**src/rtl/regfile_wb_ctrl_pkg.sv**
```systemverilog
// Shared widths, source encodings and write-request type for the regfile write-side controller.
// Used by the controller, its arbiter and the handshake interface.
package regfile_wb_ctrl_pkg;

  localparam int XLEN = 32;
  localparam int NREG = 32;
  localparam int AW   = 5;

  // Encoding of the last-granted completion source held by the arbiter
  localparam logic SRC_ALU = 1'b0;
  localparam logic SRC_LSU = 1'b1;

  typedef logic [AW-1:0]   raddr_t;
  typedef logic [XLEN-1:0] xdata_t;

  typedef struct packed {
    raddr_t rd;
    xdata_t data;
  } wb_req_t;

endpackage

```
**src/rtl/regfile_wb_ctrl_if.sv**
```systemverilog
// Issue, hazard-check, completion and regfile-write signals of the write-side controller.
// The slave modport is the controller; the master modport is decode/execute/regfile.
interface regfile_wb_ctrl_if;
  import regfile_wb_ctrl_pkg::*;

  logic   issue_valid;
  raddr_t issue_rd;
  logic   issue_ready;
  raddr_t chk_rs1;
  raddr_t chk_rs2;
  logic   rs1_busy;
  logic   rs2_busy;
  logic   alu_valid;
  raddr_t alu_rd;
  xdata_t alu_data;
  logic   alu_ready;
  logic   lsu_valid;
  raddr_t lsu_rd;
  xdata_t lsu_data;
  logic   lsu_ready;
  logic   rf_wen;
  raddr_t rf_waddr;
  xdata_t rf_wdata;
  logic   err_spurious;

  modport slave (
    input  issue_valid, issue_rd, chk_rs1, chk_rs2,
    input  alu_valid, alu_rd, alu_data, lsu_valid, lsu_rd, lsu_data,
    output issue_ready, rs1_busy, rs2_busy, alu_ready, lsu_ready,
    output rf_wen, rf_waddr, rf_wdata, err_spurious
  );

  modport master (
    output issue_valid, issue_rd, chk_rs1, chk_rs2,
    output alu_valid, alu_rd, alu_data, lsu_valid, lsu_rd, lsu_data,
    input  issue_ready, rs1_busy, rs2_busy, alu_ready, lsu_ready,
    input  rf_wen, rf_waddr, rf_wdata, err_spurious
  );

endinterface

```
**src/rtl/regfile_wb_ctrl_wb_rr_arb2.sv**
```systemverilog
// Two-way round-robin arbiter (ALU/LSU), combinational grant, registered last-grant pointer.
// Grant depends on valid only; the loser simply keeps its valid asserted.
module wb_rr_arb2
  import regfile_wb_ctrl_pkg::*;
(
  input  logic clk,
  input  logic rst,
  input  logic alu_vld_i,
  input  logic lsu_vld_i,
  output logic gnt_alu_o,
  output logic gnt_lsu_o
);

  logic rr_last_q, rr_last_d;

  always_comb begin
    gnt_alu_o = alu_vld_i & (~lsu_vld_i | (rr_last_q == SRC_LSU));
    gnt_lsu_o = lsu_vld_i & (~alu_vld_i | (rr_last_q == SRC_ALU));
    rr_last_d = rr_last_q;
    if (gnt_alu_o) begin
      rr_last_d = SRC_ALU;
    end else if (gnt_lsu_o) begin
      rr_last_d = SRC_LSU;
    end
  end

  // LSU counts as last granted out of reset so the ALU wins the first tie
  always_ff @(posedge clk) begin
    if (rst) begin
      rr_last_q <= SRC_LSU;
    end else begin
      rr_last_q <= rr_last_d;
    end
  end

endmodule

```
**src/rtl/regfile_wb_ctrl.sv**
```systemverilog
// Regfile write-side controller: pending-write scoreboard, ALU/LSU round-robin, registered write stage (1 cycle).
// Issue stalls while its rd is busy; one completion accepted per cycle, the other source holds.
module regfile_wb_ctrl
  import regfile_wb_ctrl_pkg::*;
(
  input  logic              clk,
  input  logic              rst,
  regfile_wb_ctrl_if.slave  bus
);

  logic [NREG-1:0] busy_q, busy_d;
  logic            rf_wen_q, rf_wen_d;
  raddr_t          rf_waddr_q, rf_waddr_d;
  xdata_t          rf_wdata_q, rf_wdata_d;
  logic            err_q, err_d;

  logic            gnt_alu, gnt_lsu, grant;
  logic            issue_fire;
  logic            wr_vld;
  wb_req_t         sel_req;

  wb_rr_arb2 u_arb (
    .clk       (clk),
    .rst       (rst),
    .alu_vld_i (bus.alu_valid),
    .lsu_vld_i (bus.lsu_valid),
    .gnt_alu_o (gnt_alu),
    .gnt_lsu_o (gnt_lsu)
  );

  assign grant         = gnt_alu | gnt_lsu;
  assign bus.alu_ready = gnt_alu;
  assign bus.lsu_ready = gnt_lsu;

  assign bus.issue_ready = ~busy_q[bus.issue_rd];
  assign bus.rs1_busy    = busy_q[bus.chk_rs1];
  assign bus.rs2_busy    = busy_q[bus.chk_rs2];
  assign issue_fire      = bus.issue_valid & bus.issue_ready;

  always_comb begin
    sel_req = gnt_lsu ? '{rd: bus.lsu_rd, data: bus.lsu_data}
                      : '{rd: bus.alu_rd, data: bus.alu_data};
  end

  // Completions to x0 are consumed but never reach the regfile
  assign wr_vld = grant & (sel_req.rd != '0);

  always_comb begin
    busy_d     = busy_q;
    rf_wen_d   = wr_vld;
    rf_waddr_d = rf_waddr_q;
    rf_wdata_d = rf_wdata_q;
    err_d      = err_q;

    if (wr_vld) begin
      rf_waddr_d = sel_req.rd;
      rf_wdata_d = sel_req.data;
      if (!busy_q[sel_req.rd]) begin
        err_d = 1'b1;
      end
    end

    // Clear first so a same-cycle issue to the same register leaves it busy
    if (rf_wen_q) begin
      busy_d[rf_waddr_q] = 1'b0;
    end
    if (issue_fire && (bus.issue_rd != '0)) begin
      busy_d[bus.issue_rd] = 1'b1;
    end
    busy_d[0] = 1'b0;
  end

  always_ff @(posedge clk) begin
    if (rst) begin
      busy_q     <= '0;
      rf_wen_q   <= 1'b0;
      rf_waddr_q <= '0;
      rf_wdata_q <= '0;
      err_q      <= 1'b0;
    end else begin
      busy_q     <= busy_d;
      rf_wen_q   <= rf_wen_d;
      rf_waddr_q <= rf_waddr_d;
      rf_wdata_q <= rf_wdata_d;
      err_q      <= err_d;
    end
  end

  assign bus.rf_wen       = rf_wen_q;
  assign bus.rf_waddr     = rf_waddr_q;
  assign bus.rf_wdata     = rf_wdata_q;
  assign bus.err_spurious = err_q;

endmodule

```
**src/flat_wrapper.sv**
```systemverilog
// flat-port wrapper written by rule: the top's interface ports become plain ports
module regfile_wb_ctrl_flat import regfile_wb_ctrl_pkg::*;
  (clk, rst, bus_issue_valid, bus_issue_rd, bus_chk_rs1, bus_chk_rs2, bus_alu_valid, bus_alu_rd, bus_alu_data, bus_lsu_valid, bus_lsu_rd, bus_lsu_data, bus_issue_ready, bus_rs1_busy, bus_rs2_busy, bus_alu_ready, bus_lsu_ready, bus_rf_wen, bus_rf_waddr, bus_rf_wdata, bus_err_spurious);
  regfile_wb_ctrl_if bus_i ();
  input  logic clk;
  input  logic rst;
  input wire logic [$bits(bus_i.issue_valid)-1:0] bus_issue_valid;
  input wire logic [$bits(bus_i.issue_rd)-1:0] bus_issue_rd;
  input wire logic [$bits(bus_i.chk_rs1)-1:0] bus_chk_rs1;
  input wire logic [$bits(bus_i.chk_rs2)-1:0] bus_chk_rs2;
  input wire logic [$bits(bus_i.alu_valid)-1:0] bus_alu_valid;
  input wire logic [$bits(bus_i.alu_rd)-1:0] bus_alu_rd;
  input wire logic [$bits(bus_i.alu_data)-1:0] bus_alu_data;
  input wire logic [$bits(bus_i.lsu_valid)-1:0] bus_lsu_valid;
  input wire logic [$bits(bus_i.lsu_rd)-1:0] bus_lsu_rd;
  input wire logic [$bits(bus_i.lsu_data)-1:0] bus_lsu_data;
  output wire logic [$bits(bus_i.issue_ready)-1:0] bus_issue_ready;
  output wire logic [$bits(bus_i.rs1_busy)-1:0] bus_rs1_busy;
  output wire logic [$bits(bus_i.rs2_busy)-1:0] bus_rs2_busy;
  output wire logic [$bits(bus_i.alu_ready)-1:0] bus_alu_ready;
  output wire logic [$bits(bus_i.lsu_ready)-1:0] bus_lsu_ready;
  output wire logic [$bits(bus_i.rf_wen)-1:0] bus_rf_wen;
  output wire logic [$bits(bus_i.rf_waddr)-1:0] bus_rf_waddr;
  output wire logic [$bits(bus_i.rf_wdata)-1:0] bus_rf_wdata;
  output wire logic [$bits(bus_i.err_spurious)-1:0] bus_err_spurious;
  assign bus_i.issue_valid = bus_issue_valid;
  assign bus_i.issue_rd = bus_issue_rd;
  assign bus_i.chk_rs1 = bus_chk_rs1;
  assign bus_i.chk_rs2 = bus_chk_rs2;
  assign bus_i.alu_valid = bus_alu_valid;
  assign bus_i.alu_rd = bus_alu_rd;
  assign bus_i.alu_data = bus_alu_data;
  assign bus_i.lsu_valid = bus_lsu_valid;
  assign bus_i.lsu_rd = bus_lsu_rd;
  assign bus_i.lsu_data = bus_lsu_data;
  assign bus_issue_ready = bus_i.issue_ready;
  assign bus_rs1_busy = bus_i.rs1_busy;
  assign bus_rs2_busy = bus_i.rs2_busy;
  assign bus_alu_ready = bus_i.alu_ready;
  assign bus_lsu_ready = bus_i.lsu_ready;
  assign bus_rf_wen = bus_i.rf_wen;
  assign bus_rf_waddr = bus_i.rf_waddr;
  assign bus_rf_wdata = bus_i.rf_wdata;
  assign bus_err_spurious = bus_i.err_spurious;
  regfile_wb_ctrl u_core (.clk(clk), .rst(rst), .bus(bus_i));
endmodule
```
**config.mk**
```make
export PLATFORM = sky130hd
export DESIGN_NAME = regfile_wb_ctrl_flat
export DESIGN_NICKNAME = d
export VERILOG_FILES = /design/src/rtl/regfile_wb_ctrl_pkg.sv /design/src/rtl/regfile_wb_ctrl_if.sv /design/src/rtl/regfile_wb_ctrl_wb_rr_arb2.sv /design/src/rtl/regfile_wb_ctrl.sv /design/src/flat_wrapper.sv
export SDC_FILE = /design/constraint.sdc
export NUM_CORES = 1
export LEC_CHECK = 0
export ABC_CLOCK_PERIOD_IN_PS = 3600
export CAP_MARGIN = 20
export CORE_MARGIN = 5
export CORE_UTILIZATION = 45
export CTS_CLUSTER_DIAMETER = 100
export DETAILED_ROUTE_END_ITERATION = 6
export GPL_ROUTABILITY_DRIVEN = 0
export PLACE_DENSITY = 0.78
export RECOVER_POWER = 25
export SYNTH_ARGS = -nofsm -noshare
export SYNTH_HDL_FRONTEND = slang
export SYNTH_SLANG_ARGS = --single-unit
```
**constraint.sdc**
```tcl
create_clock -name clk -period 3.6 [get_ports clk]
set_input_delay 0.72 -clock clk [delete_from_list [all_inputs] [get_ports clk]]
set_output_delay 0.72 -clock clk [all_outputs]
set_load 0.01 [all_outputs]
```
==> impl_metrics.toml, run 1 <==
[worst_hold_path]
hp-class = "flip-flop to flip-flop"
hold_start = "u_core.bus.rf_wdata[3]"

[setup_path]
crit_buf_inv = 3
arrival_ns = 2.76
cp_top_family = "buffers and inverters"
path_max_fanout = 8
slowest_stage = "clkdlybuf4s50_1"
critPathKind = "primary input to output port"
cp-end-kind = "output port"
worstPathRequired_ns = 2.88
r2r-start = "u_core.busy_q[5]"
cp-startpoint = "bus_issue_rd[0]"
worst_path_largest_cell_delay_ns = 0.53
worstPathCellList = "dlygate4sd2_1, buf_4, mux4_2, a22oi_1, nand3_1, nand2_1, clkdlybuf4s50_1"
startpoint_type = "primary input"

[global_route]
met3_usage_pct = 5.344
grt_pass1_vias = 4443
grt-ovfl-total = 0
grt_use_total_pct = 25.74
grt_use_met1_pct = 33.69
grt_antenna_before_repair = 0
grt_max_degree = 42
grt_use_met2_pct = 41.54
grt_pass1_wl_um = 23840
grt_busiest_layer = "met2"

[layout]
nFillCells = 823
area_delta_synth_final_pct = 41.43
multi_input_comb_area_um2 = 2853
seqCellArea_um2 = 1421
drive_above_1_share_pct = 15.47
nets = 729
stdcell_count = 773
num_antenna_cells = 0

[synthesis]
syn_inst = 500
syn_area_um2 = 4454
synth_cell_type_count = 49
yosysMostFrequentCell = "nand2_1"
synth_common_cells = "97 x nand2_1, 71 x dfxtp_1, 42 x nor2_1, 32 x a311oi_1, 32 x mux4_2"
synth_area_leaders = "dfxtp_1 32%, mux4_2 16%, nand2_1 8.2%"
synthFlopType = "dfxtp_1"
ys_async_sr_fraction_pct = 0
yosysWarnings = 0
synth_largest_area_cell = "dfxtp_1"
syn_nets = 594
yosysTopAreaCellShare_pct = 31.91
synth_edf_count = 0
avgSynthCellArea_um2 = 8.909
seq_area_frac_synth_pct = 31.91
ys_ff_latch = 71

[drt]
viasPerCell = 6.034
firstDrtPassIters = 4
wl_per_cell_um = 20.40
drc_errors = 0
drt_iter0_drc = 469
ant_nets = 0
wl_um = 15770
num_vias = 4664

[pwr]
p_int_mw = 1.453
design_power_total_mw = 2.062
swShare_pct = 29.52
pwr-share-clk_pct = 33.6
power.share.sequential_pct = 42.4
leakagePower_nw = 2.382
p_sw_mw = 0.6087
combPwrFrac_pct = 24.0
irDropWorstVdd_uv = 191.0
p_per_area_nw_per_um2 = 327.3

[sta]
hold_ws_ns = 0.5021
fin_skew_ns = 0.01257
fmax_mhz = 287.0
grt_setup_unrepaired = "false"
hold_viol_final = 0
final-max-slew-violation-count = 42
setup_violations = 0
period_share_pct = 96.79
slew-limit-headroom_pct = -18.48
period_minus_slack_ns = 3.484
tightest_slew_ns = 1.777
setup_slack_ns = 0.1157

[clocking]
ctsLongestPathBuffers = 2
clockRootBuffer = "clkbuf_8"
numClockSinks = 71
clk_pin_slew_ns = 0.08
cts_setup_buffers = 0
h-tree-depth = 3
clk_latency_ns = 0.35
cts_buffers = 9
cts_tree = "done"

[status]
status = "complete, but fails checks"
violations = "max-capacitance violations, max-slew violations"

[floorplan]
initial_utilization_pct = 45.78
rows = 36
chipWidth_um = 109.5
core-area_um2 = 9729
die_area_um2 = 11990
fp.dieH_um = 109.5
num_io_pins = 138

[place]
dp.cells = 755
post-place-ws_ns = -0.2556
port_buffers = 137
hpwlAfterDp_um = 11460

[job]
drv_cap = 1
## flip-flops by register name (all words and copies together) (netlist names)
register / cells
u_core.bus.rf_waddr: 5
u_core.bus.rf_wen: 1
u_core.bus.err_spurious: 1
u_core.busy_q: 31
u_core.bus.rf_wdata: 32
u_core.u_arb.rr_last_q: 1
## worst register-to-register path, delay by kind of cell (launching register included)
family | cells | cell delay, ns
AOI/OAI and AO/OA | 1 | 0.17
buffers and inverters | 1 | 0.13
DFF | 1 | 0.41
muxes | 4 | 1.09
and+or+nand+nor | 1 | 0.46
## cells by family after synthesis
kind of cell	share of synthesized area (%)
AOI/OAI and AO/OA	16.88
and+or+nand+nor	23.48
muxes	23.43
DFF	31.91
buffers and inverters	4.298
## power by group through the flow
stage          Combinational (mW)  Clock (mW)  Sequential [mW]
2_1_floorplan               0.220           0            0.893
3_3_place_gp                0.485           0            0.889
3_5_place_dp                0.494           0            0.891
4_1_cts                     0.500       0.703            0.873
5_1_grt                     0.533       0.735            0.880
6_report                    0.494       0.693            0.874
## layout by cell type (no fill, tap or decap), types with 4 or more instances in the layout
cell             Yosys  layout
o21ai_0             22      22
dlygate4sd3_1        0      23
nor3b_1              8       8
buf_4                5      19
nor3_1               5       5
nor2_1              42      42
o21ai_1             27      27
nor2b_1             20      20
clkbuf_8             0      10
mux4_2              32      32
mux2_2              10      10
a211oi_1             4       4
dfxtp_1             71      71
clkdlybuf4s50_1      0     107
nand2_1             97      97
mux2i_1             14      14
dlygate4sd2_1        0       4
a311oi_1            32      32
inv_1                5       5
nand2b_1             4       4
nand3b_1            19      19
o21ai_2              5       5
## final timing paths
path,endpoint,slack [ns],cells past startpoint
worst max-delay path,bus_issue_ready,0.12,7
worst min-delay path,u_core.bus.rf_wdata[3],0.50,2
worst max register to register,u_core.busy_q[19],1.26,7
worst min register to register,u_core.bus.rf_wdata[3],0.50,2
## per-stage QoR
stage          utilization, %  setup TNS (ns)  instance area, µm²
6_report                64.75               0                6300
5_1_grt                 64.75               0                6300
4_1_cts                 64.48               0                6274
3_5_place_dp            62.00         -0.6216                6032
3_3_place_gp            62.00         -0.4988                6032
2_1_floorplan               -               0                4454
## metal layers
metal / share of wire [%] / vias to the layer above
met3: 9.0 / 59
met4: 3.6 / 0
li1: - / 2131
met2: 48 / 246
met5: 0 / -
met1: 39 / 2228
## what timing repair did
| action | CTS | global route |
|---|---|---|
| gates cloned | 1 | 1 |
| endpoints found under the hold margin | 0 | 0 |
| endpoints found under the setup margin | 3 | 1 |
| hold buffers | 0 | 0 |
| gates resized for setup | 7 | 1 |
## area by class of cell
class | instances | share of cell area (%)
Multi-Input combinational cell | 386 | 45.28
Clock inverter | 6 | 1.192
Clock buffer | 10 | 2.185
Tap cell | 133 | 2.642
Timing Repair Buffer | 161 | 25.78
Inverter | 6 | 0.3575
Sequential cell | 71 | 22.56
No activity file was read; power rests on OpenSTA's default activity.
==> run 2: changes to the inputs <==
--- a/config.mk
+++ b/config.mk
@@ -8,12 +8,12 @@
 export ABC_CLOCK_PERIOD_IN_PS = 3600
 export CAP_MARGIN = 20
 export CORE_MARGIN = 5
-export CORE_UTILIZATION = 45
+export CORE_UTILIZATION = 48
 export CTS_CLUSTER_DIAMETER = 100
 export DETAILED_ROUTE_END_ITERATION = 6
-export GPL_ROUTABILITY_DRIVEN = 0
-export PLACE_DENSITY = 0.78
+export PLACE_DENSITY = 0.82
 export RECOVER_POWER = 25
+export REMOVE_ABC_BUFFERS = 1
 export SYNTH_ARGS = -nofsm -noshare
 export SYNTH_HDL_FRONTEND = slang
 export SYNTH_SLANG_ARGS = --single-unit
==> run 2 against run 1 <==
The flow now finishes without violations; non-clock buffer count is 3 lower; clock skew decreased by 0.0050 ns; via count rose by 0.47%; sequential cell count unchanged.
==> impl_metrics.toml, run 2 (synthesis results as in run 1) <==
[sta]
hold_viol_final = 0
fin_skew_ns = 0.007556
period_minus_slack_ns = 3.592
setup_slack_ns = 0.008401
grt_setup_unrepaired = "true"
period_share_pct = 99.77
fmax_mhz = 278.4
tightest_slew_ns = 1.208
setup_violations = 0
slew-limit-headroom_pct = 19.50
final-max-slew-violation-count = 0

[clocking]
ctsLongestPathBuffers = 2
cts_buffers = 9
cts_tree = "done"
clk_pin_slew_ns = 0.08
holdBufCountCts = 0
numClockSinks = 71
h-tree-depth = 3
clockRootBuffer = "clkbuf_8"
clk_latency_ns = 0.35

[setup_path]
worstPathRequired_ns = 2.88
cp-startpoint = "bus_chk_rs2[0]"
cp-endpoint = "bus_rs2_busy"
r2r-start = "u_core.busy_q[5]"
startpoint_type = "primary input"
timing.rr.end = "u_core.busy_q[23]"
reg2reg_slack_ns = 1.22
path_max_fanout = 4
arrival_ns = 2.87
rr_worst_depth = 7
cp-end-kind = "output port"
critPathKind = "primary input to output port"

[floorplan]
chipWidth_um = 106.3
initial_utilization_pct = 48.67
core-area_um2 = 9153
num_io_pins = 138
rows = 35
die_area_um2 = 11310
fp.dieH_um = 106.3

[place]
post-place-ws_ns = -0.2777
globalplace.congestion = 0.9301
port_buffers = 137
hpwlAfterDp_um = 11790

[pwr]
p_sw_mw = 0.5817
combPwrFrac_pct = 23.8
p_per_area_nw_per_um2 = 327.9
p_int_mw = 1.451
irDropWorstVdd_uv = 170.0
design_power_total_mw = 2.032
power.share.sequential_pct = 43.1
swShare_pct = 28.62
pwr-share-clk_pct = 33.1
leakagePower_nw = 2.336

[layout]
nFillCells = 722
nets = 726
largest_reg_flops = 32
mostFrequentLayoutCells = "108 x clkdlybuf4s50_1, 97 x nand2_1, 71 x dfxtp_1"
layout_commonest_cell = "clkdlybuf4s50_1"
area_delta_synth_final_pct = 39.16
drive_above_1_share_pct = 14.91
num_antenna_cells = 0

[global_route]
grt-ovfl-total = 0
grt_pass1_wl_um = 25300
grt_pass1_vias = 4658
grt_antenna_before_repair = 0
grt_max_degree = 39
grt_use_total_pct = 28.69

[job]
drv_cap = 0

[drt]
drc_errors = 0
wl_per_cell_um = 21.79
viasPerCell = 6.265
drt_iter0_drc = 375
firstDrtPassIters = 5
ant_nets = 0
num_vias = 4686
wl_um = 16300

[status]
status = "complete, no violations"

[worst_hold_path]
hold_depth = 2
hp-class = "flip-flop to flip-flop"
-- run 2: power groups by stage --
stage	logic [mW]	registers [mW]	clock network (mW)
5_1_grt	0.520	0.881	0.708
4_1_cts	0.492	0.876	0.679
2_1_floorplan	0.183	0.899	0
6_report	0.484	0.876	0.672
3_5_place_dp	0.485	0.894	0
3_3_place_gp	0.475	0.891	0
-- run 2: worst min-delay path by stage --
stage / from / endpoint / slack, ns
2_1_floorplan: u_core.busy_q[11] / u_core.busy_q[11] / 0.48
3_3_place_gp: u_core.bus.rf_wdata[24] / u_core.bus.rf_wdata[24] / 0.48
3_5_place_dp: u_core.bus.rf_wdata[16] / u_core.bus.rf_wdata[16] / 0.49
4_1_cts: u_core.bus.rf_wdata[16] / u_core.bus.rf_wdata[16] / 0.50
5_1_grt: u_core.bus.rf_wdata[2] / u_core.bus.rf_wdata[2] / 0.52
6_report: u_core.bus.rf_wdata[0] / u_core.bus.rf_wdata[0] / 0.50
-- run 2: stage by stage --
stage | cells | hold slack, ns | TNS [ns] | utilization, % | area [µm²]
after floorplan | 463 | 0.4836 | -60.89 | - | 4285
after CTS | 747 | 0.5038 | 0 | 67.71 | 6197
final | 748 | 0.4967 | 0 | 67.72 | 6198
after global placement | 730 | 0.4818 | -0.5538 | 65.09 | 5957
after global routing | 748 | 0.5176 | -0.02116 | 67.72 | 6198
after detailed placement | 730 | 0.4923 | -0.6678 | 65.09 | 5957
-- run 2: layout make-up --
class / instances / area, µm² / share of cell area [%]
Multi-Input combinational cell: 386 / 2853 / 46.02
Sequential cell: 71 / 1421 / 22.93
Tap cell: 111 / 138.9 / 2.241
Inverter: 6 / 22.52 / 0.3633
Clock inverter: 5 / 56.30 / 0.9084
Timing Repair Buffer: 158 / 1555 / 25.09
Clock buffer: 11 / 151.4 / 2.442
-- run 2: repair_timing --
item,in CTS,in global routing
gates cloned,1,1
gates resized for setup,8,1
endpoints found under the setup margin,3,2
buffers inserted,0,0
-- run 2: routing by layer --
metal  GRT usage (%)  wire length, µm
met5               0                0
met4           13.41              654
met1           35.61             6276
met2           46.11             7529
met3           8.075             1837
-- run 2: worst max-delay path, cell delays in order --
cell	delay (ns)
clkdlybuf4s50_1	0.51
buf_2	0.17
mux4_2	0.50
mux4_2	0.47
mux2_2	0.27
clkdlybuf4s15_2	0.23
==> run 3: changes to the inputs <==
--- a/config.mk
+++ b/config.mk
@@ -7,11 +7,13 @@
 export LEC_CHECK = 0
 export ABC_CLOCK_PERIOD_IN_PS = 3600
 export CAP_MARGIN = 20
+export CELL_PAD_IN_SITES_DETAIL_PLACEMENT = 2
+export CELL_PAD_IN_SITES_GLOBAL_PLACEMENT = 2
 export CORE_MARGIN = 5
-export CORE_UTILIZATION = 48
+export CORE_UTILIZATION = 27
 export CTS_CLUSTER_DIAMETER = 100
 export DETAILED_ROUTE_END_ITERATION = 6
-export PLACE_DENSITY = 0.82
+export PLACE_DENSITY_LB_ADDON = 0.1
 export RECOVER_POWER = 25
 export REMOVE_ABC_BUFFERS = 1
 export SYNTH_ARGS = -nofsm -noshare
==> run 3 against run 2 <==
The flow now finishes with violations (max-capacitance violations, max-slew violations); hold slack got worse by 0.0022 ns; via count rose by 1.1%; combinational power rose by 4.8%; routed wire length rose by 30%.
==> impl_metrics.toml, run 3 (synthesis results as in run 1) <==
[drt]
wl_um = 21260
ant_nets = 0
drt_iter0_drc = 277
drc_errors = 0
firstDrtPassIters = 4
num_vias = 4739
viasPerCell = 5.472
wl_per_cell_um = 24.55

[worst_hold_path]
hold_depth = 2
hp-class = "flip-flop to flip-flop"
hold_start = "u_core.bus.rf_wdata[12]"

[job]
drv_cap = 1

[place]
hpwlAfterDp_um = 16250
dp.cells = 850
port_buffers = 137
placed_area_um2 = 6188
post-place-ws_ns = -0.2897
globalplace.congestion = 0.9581

[layout]
finalInstanceArea_um2 = 6477
nFillCells = 1810
stdcell_count = 866
num_antenna_cells = 0
largest_reg_flops = 32
area_delta_synth_final_pct = 45.42
nets = 735
layout_commonest_cell = "clkdlybuf4s50_1"
mostFrequentLayoutCells = "103 x clkdlybuf4s50_1, 97 x nand2_1, 71 x dfxtp_1"
drive_above_1_share_pct = 15.94

[sta]
tightest_slew_ns = 1.850
period_minus_slack_ns = 3.514
period_share_pct = 97.61
grt_setup_unrepaired = "false"
setup_slack_ns = 0.08588
slew-limit-headroom_pct = -23.31
fmax_mhz = 284.6
fin_skew_ns = 0.01089
hold_viol_final = 0
final-max-slew-violation-count = 41
setup_violations = 0

[setup_path]
rr_worst_depth = 6
arrival_ns = 2.79
cp-end-kind = "output port"
r2r-start = "u_core.u_arb.rr_last_q"
path_max_fanout = 8
startpoint_type = "primary input"
critPathKind = "primary input to output port"
worstPathRequired_ns = 2.88
cp-startpoint = "bus_chk_rs2[1]"

[clocking]
h-tree-depth = 3
clk_latency_ns = 0.35
cts_buffers = 9
cts_setup_buffers = 0
numClockSinks = 71
clockRootBuffer = "clkbuf_16"
cts_resized = 6
cts_tree = "done"
ctsLongestPathBuffers = 2
holdBufCountCts = 0
clk_pin_slew_ns = 0.07

[pwr]
p_per_area_nw_per_um2 = 357.9
irDropWorstVdd_uv = 211.7
leakagePower_nw = 2.430
design_power_total_mw = 2.319

[global_route]
grt_use_total_pct = 21.95
grt-ovfl-total = 0
grt_pass1_wl_um = 32570
grt_max_degree = 41
grt_pass1_vias = 5314
grt_antenna_before_repair = 1

[status]
status = "complete, but fails checks"
violations = "max-capacitance violations, max-slew violations"

[floorplan]
rows = 47
core-area_um2 = 16410
fp.dieH_um = 138.4
die_area_um2 = 19170
chipWidth_um = 138.4
initial_utilization_pct = 27.15
num_io_pins = 138
-- run 3: final timing paths --
path / slack (ns) / endpoint
worst min-delay path: 0.49 / u_core.bus.rf_wdata[12]
worst min register to register: 0.49 / u_core.bus.rf_wdata[12]
worst max register to register: 1.19 / u_core.bus.err_spurious
worst max-delay path: 0.09 / bus_rs2_busy
-- run 3: area by class of cell --
cell class,instances,area [µm²],share of cell area [%]
Inverter,6,22.52,0.3477
Timing Repair Buffer,167,1608,24.82
Clock inverter,6,68.82,1.062
Clock buffer,10,229.0,3.535
Multi-Input combinational cell,386,2853,44.04
Sequential cell,71,1421,21.94
Tap cell,220,275.3,4.250
-- run 3: metrics by stage --
step                utilization, %  setup TNS [ns]  hold WS (ns)
CTS                          39.49               0        0.5052
finish                       39.48               0        0.4945
detailed placement           37.72         -0.7051        0.4957
floorplan                        -          -60.89        0.4836
global placement             37.72         -0.5600        0.4829
global route                 39.48               0        0.5227
-- run 3: report_power, final --
group | internal, mW | total [mW] | switching [mW]
Sequential | 0.832 | 0.875 | 0.0431
Combinational | 0.262 | 0.507 | 0.245
Clock | 0.543 | 0.937 | 0.394
Total | 1.64 | 2.32 | 0.682
-- run 3: layer usage --
layer	GRT usage, %	vias to the layer above	share of wire (%)
li1	-	2142	-
met1	26.22	2353	41
met2	37.49	194	48
met3	5.180	48	6.7
met4	9.932	2	3.7
met5	0	-	0.061
-- run 3: worst max-delay path: stages --
cell and delay, ns:
clkdlybuf4s50_1 0.51, buf_4 0.18, mux4_2 0.30, mux4_2 0.47
mux2_2 0.31, dlygate4sd2_1 0.29
